`src/rtl/sw_pkg.sv`:
```
// -----------------------------------------------------------------------------
// sw_pkg
//   Shared definitions for the stopwatch controller: FSM state encoding,
//   decoded button-press type, BCD digit limits and the field layout of the
//   24-bit mm:ss.cc display word.
// -----------------------------------------------------------------------------
package sw_pkg;

    typedef enum logic [1:0] {
        ST_IDLE  = 2'd0,
        ST_RUN   = 2'd1,
        ST_PAUSE = 2'd2,
        ST_LAP   = 2'd3
    } sw_state_e;

    // The single press that wins arbitration in a given cycle.
    typedef enum logic [1:0] {
        PB_NONE = 2'd0,
        PB_SS   = 2'd1,
        PB_LAP  = 2'd2,
        PB_CLR  = 2'd3
    } sw_press_e;

    localparam logic [3:0] BCD_MAX_UNITS = 4'd9;   // any units digit, and the cs tens digit
    localparam logic [3:0] BCD_MAX_TENS  = 4'd5;   // tens of seconds and of minutes

    localparam int DIGIT_W    = 4;
    localparam int NUM_DIGITS = 6;
    localparam int DISP_W     = DIGIT_W * NUM_DIGITS;

    // Bit offsets of each digit in {min_t,min_u,sec_t,sec_u,cs_t,cs_u}.
    localparam int CS_U_LSB  = 0;
    localparam int CS_T_LSB  = 4;
    localparam int SEC_U_LSB = 8;
    localparam int SEC_T_LSB = 12;
    localparam int MIN_U_LSB = 16;
    localparam int MIN_T_LSB = 20;

    // Largest legal value of digit idx (0 = cs_u ... 5 = min_t).
    function automatic logic [3:0] digit_max(input int idx);
        return (idx * DIGIT_W == SEC_T_LSB || idx * DIGIT_W == MIN_T_LSB)
               ? BCD_MAX_TENS : BCD_MAX_UNITS;
    endfunction

    // Fixed priority clr > ss > lap; losers are discarded, not queued.
    function automatic sw_press_e select_press(input logic ss, input logic lap,
                                               input logic clr);
        if (clr)      return PB_CLR;
        else if (ss)  return PB_SS;
        else if (lap) return PB_LAP;
        else          return PB_NONE;
    endfunction

endpackage

```
`src/rtl/sw_time_counter.sv`:
```
// -----------------------------------------------------------------------------
// sw_time_counter
//   Six-digit BCD mm:ss.cc counter (00:00.00 .. 59:59.99).
// Ports
//   clk    in   1   clock, posedge
//   reset  in   1   synchronous, active-high
//   tick   in   1   advance by one centisecond
//   clr    in   1   synchronous zero, wins over tick
//   value  out  24  current count {min_t,min_u,sec_t,sec_u,cs_t,cs_u}
//   wrap   out  1   high in the cycle a tick rolls 59:59.99 over to 00:00.00
// -----------------------------------------------------------------------------
module sw_time_counter
    import sw_pkg::*;
(
    input  logic              clk,
    input  logic              reset,
    input  logic              tick,
    input  logic              clr,
    output logic [DISP_W-1:0] value,
    output logic              wrap
);

    logic [DISP_W-1:0] cnt_q;
    logic [DISP_W-1:0] cnt_d;
    logic              carry;

    // NOTE: every signal written here gets a default first so no path leaves
    // it unassigned; that is what keeps a combinational block from becoming a latch.
    always_comb begin
        cnt_d = cnt_q;
        carry = tick;
        // Ripple the increment upward: a digit moves only while every digit
        // below it was at its maximum, which is exactly when carry survives.
        for (int i = 0; i < NUM_DIGITS; i++) begin
            if (carry) begin
                if (cnt_q[i*DIGIT_W +: DIGIT_W] == digit_max(i)) begin
                    cnt_d[i*DIGIT_W +: DIGIT_W] = '0;
                end else begin
                    cnt_d[i*DIGIT_W +: DIGIT_W] = cnt_q[i*DIGIT_W +: DIGIT_W] + 4'd1;
                    carry = 1'b0;
                end
            end
        end
        wrap = carry;   // carry out of min_t: all six digits were at max
        if (clr) begin
            cnt_d = '0;
            wrap  = 1'b0;
        end
    end

    // NOTE: registers are updated with non-blocking assignments so every flop
    // samples pre-edge values regardless of block evaluation order.
    always_ff @(posedge clk) begin
        if (reset) cnt_q <= '0;
        else       cnt_q <= cnt_d;
    end

    assign value = cnt_q;

endmodule

```
`src/rtl/stopwatch_ctrl.sv`:
```
// -----------------------------------------------------------------------------
// stopwatch_ctrl
//   Stopwatch sequencer: IDLE/RUN/PAUSE/LAP FSM driven by one-cycle debounced
//   button pulses, centisecond prescaler, BCD time counter and lap-freeze
//   display latch.
// Parameters
//   CLK_HZ   input clock frequency
//   TICK_HZ  time-counter increment rate; CLK_HZ/TICK_HZ must be >= 2
// Ports
//   CLOCK_50    in   1   system clock, posedge
//   reset       in   1   synchronous, active-high
//   ss_pulse    in   1   start/stop press
//   lap_pulse   in   1   lap press
//   clr_pulse   in   1   clear press
//   running     out  1   state is RUN or LAP
//   lap_active  out  1   state is LAP (display frozen)
//   overflow    out  1   sticky, set on 59:59.99 -> 00:00.00
//   disp        out  24  BCD {min_t,min_u,sec_t,sec_u,cs_t,cs_u}
// -----------------------------------------------------------------------------
module stopwatch_ctrl
    import sw_pkg::*;
#(
    parameter int CLK_HZ  = 50_000_000,
    parameter int TICK_HZ = 100
) (
    input  logic        CLOCK_50,
    input  logic        reset,
    input  logic        ss_pulse,
    input  logic        lap_pulse,
    input  logic        clr_pulse,
    output logic        running,
    output logic        lap_active,
    output logic        overflow,
    output logic [23:0] disp
);

    localparam int            DIV        = CLK_HZ / TICK_HZ;
    localparam int            PW         = (DIV > 2) ? $clog2(DIV) : 1;
    localparam logic [PW-1:0] PRESC_LAST = PW'(DIV - 1);

    sw_state_e         state_q,      state_d;
    logic [PW-1:0]     presc_q,      presc_d;
    logic [DISP_W-1:0] lap_q,        lap_d;
    logic [DISP_W-1:0] disp_q,       disp_d;
    logic              running_q,    running_d;
    logic              lap_active_q, lap_active_d;
    logic              overflow_q,   overflow_d;

    sw_press_e         press;
    logic              counting;
    logic              tick;
    logic              clr_time;
    logic [DISP_W-1:0] time_value;
    logic              time_wrap;

    // Next-state logic. Transitions depend on the current state; the press
    // that lost arbitration is simply gone.
    always_comb begin
        state_d  = state_q;
        clr_time = 1'b0;
        press    = select_press(ss_pulse, lap_pulse, clr_pulse);
        unique case (state_q)
            ST_IDLE: begin
                if (press == PB_SS) state_d = ST_RUN;
            end
            ST_RUN: begin
                if (press == PB_SS)       state_d = ST_PAUSE;
                else if (press == PB_LAP) state_d = ST_LAP;
            end
            ST_LAP: begin
                if (press == PB_SS)       state_d = ST_PAUSE;
                else if (press == PB_LAP) state_d = ST_RUN;
            end
            ST_PAUSE: begin
                if (press == PB_SS) begin
                    state_d = ST_RUN;
                end else if (press == PB_CLR) begin
                    state_d  = ST_IDLE;
                    clr_time = 1'b1;
                end
            end
            default: state_d = ST_IDLE;
        endcase
    end

    // Datapath. Counting follows the current state, so the cycle that accepts
    // a stop still counts and a tick landing there still reaches the time.
    always_comb begin
        counting = (state_q == ST_RUN) || (state_q == ST_LAP);
        tick     = counting && (presc_q == PRESC_LAST);

        presc_d = presc_q;               // PAUSE holds the fractional period
        if (clr_time)      presc_d = '0;
        else if (tick)     presc_d = '0;
        else if (counting) presc_d = presc_q + 1'b1;

        lap_d = lap_q;                   // captures the pre-increment value
        if (state_q == ST_RUN && press == PB_LAP) lap_d = time_value;

        overflow_d = overflow_q;
        if (clr_time)       overflow_d = 1'b0;
        else if (time_wrap) overflow_d = 1'b1;

        running_d    = (state_d == ST_RUN) || (state_d == ST_LAP);
        lap_active_d = (state_d == ST_LAP);
        disp_d       = (state_q == ST_LAP) ? lap_q : time_value;
    end

    sw_time_counter u_time_counter (
        .clk   (CLOCK_50),
        .reset (reset),
        .tick  (tick),
        .clr   (clr_time),
        .value (time_value),
        .wrap  (time_wrap)
    );

    always_ff @(posedge CLOCK_50) begin
        if (reset) begin
            state_q      <= ST_IDLE;
            presc_q      <= '0;
            lap_q        <= '0;
            disp_q       <= '0;
            running_q    <= 1'b0;
            lap_active_q <= 1'b0;
            overflow_q   <= 1'b0;
        end else begin
            state_q      <= state_d;
            presc_q      <= presc_d;
            lap_q        <= lap_d;
            disp_q       <= disp_d;
            running_q    <= running_d;
            lap_active_q <= lap_active_d;
            overflow_q   <= overflow_d;
        end
    end

    assign running    = running_q;
    assign lap_active = lap_active_q;
    assign overflow   = overflow_q;
    assign disp       = disp_q;

endmodule
```
`config.mk`:
```
export PLATFORM = sky130hd
export DESIGN_NAME = stopwatch_ctrl
export DESIGN_NICKNAME = d
export VERILOG_FILES = /design/src/rtl/sw_pkg.sv /design/src/rtl/sw_time_counter.sv /design/src/rtl/stopwatch_ctrl.sv
export SDC_FILE = /design/constraint.sdc
export NUM_CORES = 1
export LEC_CHECK = 0
export BUFFER_PORTS_ARGS = -buffer_cell sky130_fd_sc_hd__buf_2
export CAP_MARGIN = 15
export CELL_PAD_IN_SITES_DETAIL_PLACEMENT = 1
export CELL_PAD_IN_SITES_GLOBAL_PLACEMENT = 1
export CORE_MARGIN = 4
export CORE_UTILIZATION = 46
export CTS_BUF_LIST = sky130_fd_sc_hd__clkbuf_8
export CTS_CLUSTER_DIAMETER = 200
export DETAILED_ROUTE_END_ITERATION = 6
export PLACE_DENSITY_LB_ADDON = 0.1
export SLEW_MARGIN = 20
export SYNTH_ARGS = -nofsm -noshare
export SYNTH_HDL_FRONTEND = slang
export SYNTH_SLANG_ARGS = --single-unit
```
`constraint.sdc`:
```
create_clock -name CLOCK_50 -period 2.6 [get_ports CLOCK_50]
set_input_delay 0.52 -clock CLOCK_50 [delete_from_list [all_inputs] [get_ports CLOCK_50]]
set_output_delay 0.52 -clock CLOCK_50 [all_outputs]
set_load 0.05 [all_outputs]
```
**Word level (Yosys, flattened, before mapping)**

Index checks and enable logic that the tools add are counted.

- $add $sub $neg: 7
- Eq/ne operators: 15
- Multiplexer cells: 34
- Reduce and logical (&&, ||, !) cells: 7

Operator list:

| cell | number |
|---|---|
| 4-bit by 1-bit adder with 4-bit output (second input constant) | 6 |
| 24-bit 2-to-1 mux | 1 |
| 4-bit 2-to-1 mux | 6 |
| 2-bit 2-to-1 mux | 10 |
| 19-bit by 1-bit adder with 19-bit output (second input constant) | 1 |
| 19-bit == test (second input constant) | 1 |
| 4-bit == test (second input constant) | 4 |
| 1-bit 2-to-1 mux | 16 |
| 2-bit == test (second input constant) | 5 |
| 4-bit by 3-bit == test with 1-bit output (second input constant) | 2 |
| 2-bit case mux with 4 select lines | 1 |
| 2-bit by 1-bit == test with 1-bit output (second input constant) | 3 |
| 3-bit OR reduction | 1 |
| 1-bit logical AND | 2 |
| 2-bit zero test | 1 |
| 1-bit logical OR | 2 |
| 2-bit OR reduction | 1 |

- Register bits after elaboration: 96
- Output and inout port bits: 27
- Word-level logic and storage cells: 76

**Depth between registers and ports, before layout**

- Depth after elaboration: 10
- Mapped depth: 9
- Gate-level depth less buffers: 6

**By module**

A second synthesis with hierarchy kept.

- Cell total of the unflattened synthesis: 485
- Area, all modules: 4045.1 um2

Modules (own cells, without submodules):

| module | times used | cells each | area an instance (um2) | seq. area each (um2) |
|---|---|---|---|---|
| stopwatch_ctrl | 1 | 343 | 2786.4 | 1441.4 |
| sw_time_counter | 1 | 142 | 1258.7 | 480.5 |

**Worst setup path before layout**

OpenSTA, ideal clock, no wires.

- Kind: flip-flop to flip-flop
- Start: reg presc_q[9]
- End: reg u_time_counter.cnt_q[22], in the netlist u_time_counter.value[22]
- Arrival: 2.196 ns
- Data required time: 2.470 ns
- Setup slack: 0.274 ns
- Cell stages (with the launch flop): 6
- Buffers on the path: 0
- Cell sequence: dfxtp_1 > or4b_1 > or4_4 > or4_2 > o21ai_0 > a21oi_1

- Word-level cells in the longest chain between the ends: 7

Ends and longest elaborated chain:

| what | line | RTL |
|---|---|---|
| start: declaration | stopwatch_ctrl.sv:42 | `logic [PW-1:0] presc_q, presc_d;` |
| start signal: assignment | stopwatch_ctrl.sv:129 | `presc_q <= presc_d;` |
| 19-bit == test | stopwatch_ctrl.sv:90 | `tick = counting && (presc_q == PRESC_LAST);` |
| 1-bit logical AND | stopwatch_ctrl.sv:90 |  |
| 1-bit 2-to-1 mux (5 in series) | sw_time_counter.sv:35 | `if (carry) begin` |
| end signal: assignment | sw_time_counter.sv:55 | `else cnt_q <= cnt_d;` |
| end: declaration | sw_time_counter.sv:23 | `logic [DISP_W-1:0] cnt_q;` |

Every way passes these cells.
A chain may end at the register's enable or synchronous reset.

**Worst setup path in the final report**

- Start: reg presc_q[9]
- End: reg u_time_counter.cnt_q[20], in the netlist u_time_counter.value[20]

Same word-level chain as after synthesis.

==> flow_summary.json <==
{
  "drv_slew": 0,
  "fin_crit_ns": 2.46,
  "numCtsBuffers": 9,
  "rows": 33,
  "die_w_um": 101,
  "routed-via-count": 3372,
  "total_leakage_power_nw": 1.50,
  "grt_pass1_vias": 3419,
  "final_nets": 524,
  "cts_setup_buffers": 0,
  "multiInputGateArea_um2": 1880,
  "synth_ff_type": "dfxtp_1",
  "clock-sinks": 96,
  "drc": 0,
  "crit_arrival_ns": 2.75,
  "cts_resized": 0,
  "clkTransAtPathRegs_ns": 0.10,
  "swShare_pct": 24.2,
  "fmax_ghz": 0.406,
  "switchingPower_uw": 596,
  "dpl.hpwl_um": 6610,
  "synth_cell_types": 45,
  "fillCellCount": 1043,
  "via_per_inst": 5.38,
  "h-tree-depth": 3,
  "critPathCaptureType": "register",
  "whs_ns": 0.438,
  "outcome": "complete, no violations",
  "grt_use_total_pct": 20.1,
  "clock-root-buffer": "clkbuf_8",
  "wl_per_cell_um": 15.3,
  "criticalPathCategory": "register to register",
  "ys_async_sr_fraction_pct": 0,
  "yosysTopAreaCell": "dfxtp_1",
  "drt_wl_total_um": 9620,
  "gp_congestion": 0.827,
  "yosysWarnings": 0,
  "grt_max_degree": 52,
  "ff_latch_area_um2": 1920,
  "worstSkewPairLatency_ns": 0.36,
  "synth_seq_area_share_pct": 48.5,
  "cp-start-kind": "register",
  "syn_to_final_growth_pct": 11.2,
  "path_max_fanout": 5,
  "p_seq_share_pct": 60.0,
  "core_area_um2": 8300,
  "grt_first_pass_wirelength_um": 16400,
  "avgSynthCellArea_um2": 8.06,
  "p_int_mw": 1.87,
  "hold_buffers": 0,
  "initial_core_util_pct": 47.8,
  "finClkSkew_ns": 0.00994,
  "cts_buffer_depth": 2,
  "fp.dieH_um": 101,
  "diodes": 0,
  "rsz0062_at_grt": "no",
  "ir_drop_mv": 0.246,
  "required_ns": 2.89,
  "die_area_um2": 10200,
  "synthTopCellsByArea": "dfxtp_1 (48%), nand2_1 (12%), a21oi_1 (8.2%)",
  "rrSetupSlack_ns": 0.14,
  "synthesis.nets": 498,
  "cap_violations": 0,
  "synthCells": 492,
  "ios": 32,
  "power_frac_clock_pct": 36.8,
  "drtPass1Iterations": 4,
  "portBuffers": 31,
  "powerDensity_nw_per_um2": 560,
  "drive_gt1_share_pct": 12.8,
  "hold_viol": 0,
  "grt-ovfl-total": 0,
  "relSlewSlack_pct": 58.5,
  "synth_edf_count": 0,
  "p_comb_share_pct": 3.2,
  "ys_seq_elements": 96,
  "drtIter0Drc": 89,
  "fin_setup_tns_ns": 0,
  "hold_path_class": "input pin to register",
  "min_period_over_period_pct": 94.6,
  "cts_tree": "yes",
  "antenna_found_initial": 0,
  "synth_top_area_share_pct": 48.5,
  "setup_viol": 0,
  "postRouteAntennaNets": 0,
  "syn_area_um2": 3960,
  "worst_slew_pin_slew_ns": 0.614
}
==> metal layers <==
layer | GRT usage, % | wire [um] | up-vias
met5 | 0 | 0 | -
met3 | 3.04 | 202 | 7
met2 | 35.8 | 4920 | 24
met4 | 6.32 | 91 | 0
met1 | 24.8 | 4410 | 1640
li1 | - | - | 1701
==> final cells by class <==
cell class	count	share of cell area [%]
Clock buffer	10	3.12
Sequential cell	96	43.6
Inverter	7	0.596
Multi-Input combinational cell	358	42.7
Tap cell	105	2.98
Clock inverter	5	0.937
Timing Repair Buffer	46	6.08
==> cells in the mapped netlist, types with 2 or more instances <==
cell type,number
a21oi_1,65
a31oi_1,2
and2_1,4
and3_1,2
and4_1,2
clkbuf_1,26
dfxtp_1,96
inv_1,7
mux2i_1,5
nand2_1,125
nand2b_1,3
nand3_1,7
nand3b_1,4
nand4_1,16
nor2_1,42
nor2b_1,6
nor3_1,5
nor3b_1,3
nor4_1,6
nor4bb_1,4
o21ai_0,9
o31ai_1,2
or3_1,4
or4_1,2
xnor2_1,11
xor2_1,15
==> stage by stage <==
step	cells	utilization [%]	area, um2	setup WS (ns)	power [mW]
floorplan	492	-	3960	0.274	1.57
global placement	612	50.9	4230	0.196	1.59
CTS	627	53.1	4410	0.131	2.50
global route	627	53.1	4410	0.0212	2.57
detailed placement	612	50.9	4230	0.142	1.60
finish	627	53.1	4410	0.140	2.47
==> power groups by stage <==
stage | Combinational (mW) | Sequential (mW) | Clock (mW)
after global routing | 0.0877 | 1.48 | 1.00
after CTS | 0.0809 | 1.48 | 0.936
after detailed placement | 0.0810 | 1.52 | 0
after floorplan | 0.0501 | 1.52 | 0
after global placement | 0.0779 | 1.52 | 0
final | 0.0788 | 1.48 | 0.908
==> worst max-delay path: stages, from the launching register on <==
cell	delay, ns
dfxtp_1	0.36
or4b_1	0.56
or4_4	0.47
or3_4	0.44
or4_1	0.41
a21oi_1	0.16
==> flip-flops by register name, summed over array words and instances (netlist names) <==
name	count
disp	24
lap_q	24
u_time_counter.value	24
presc_q	19
state_q	2
lap_active	1
overflow	1
running	1
==> cell families after synthesis <==
logic type               count (synthesis)  share of synthesized area [%]
XOR/XNOR                                26                           5.74
buffers and inverters                   38                           4.07
AO/OA/AOI/OAI                           83                           11.1
AND/OR/NAND/NOR                        243                           29.0
multiplexers                             5                           1.26
flip-flops                              96                           48.5
adder cells (fa/ha/maj)                  1                          0.316
==> worst paths after layout <==
kind                    from                        to  cells after the start
setup / recovery  presc_q[9]  u_time_counter.value[20]                      5
hold / removal     clr_pulse                state_q[1]                      2
setup reg to reg  presc_q[9]  u_time_counter.value[20]                      5
hold reg to reg    lap_q[21]                  disp[21]                      2
==> cell usage in the layout, fill, tap and decap left out, drive strengths merged, types with 5 or more instances in the layout <==
cell type and instances:
buf 46, nor3 5, nor2 42, clkbuf 10, dfxtp 96, xnor2 11, nor2b 6, o21ai 9
a21oi 65, xor2 15, mux2i 5, inv 8, nor4 6, nand3 7, nand4 16, or3 5
nand2 125
(Power assumes the default switching activity.)
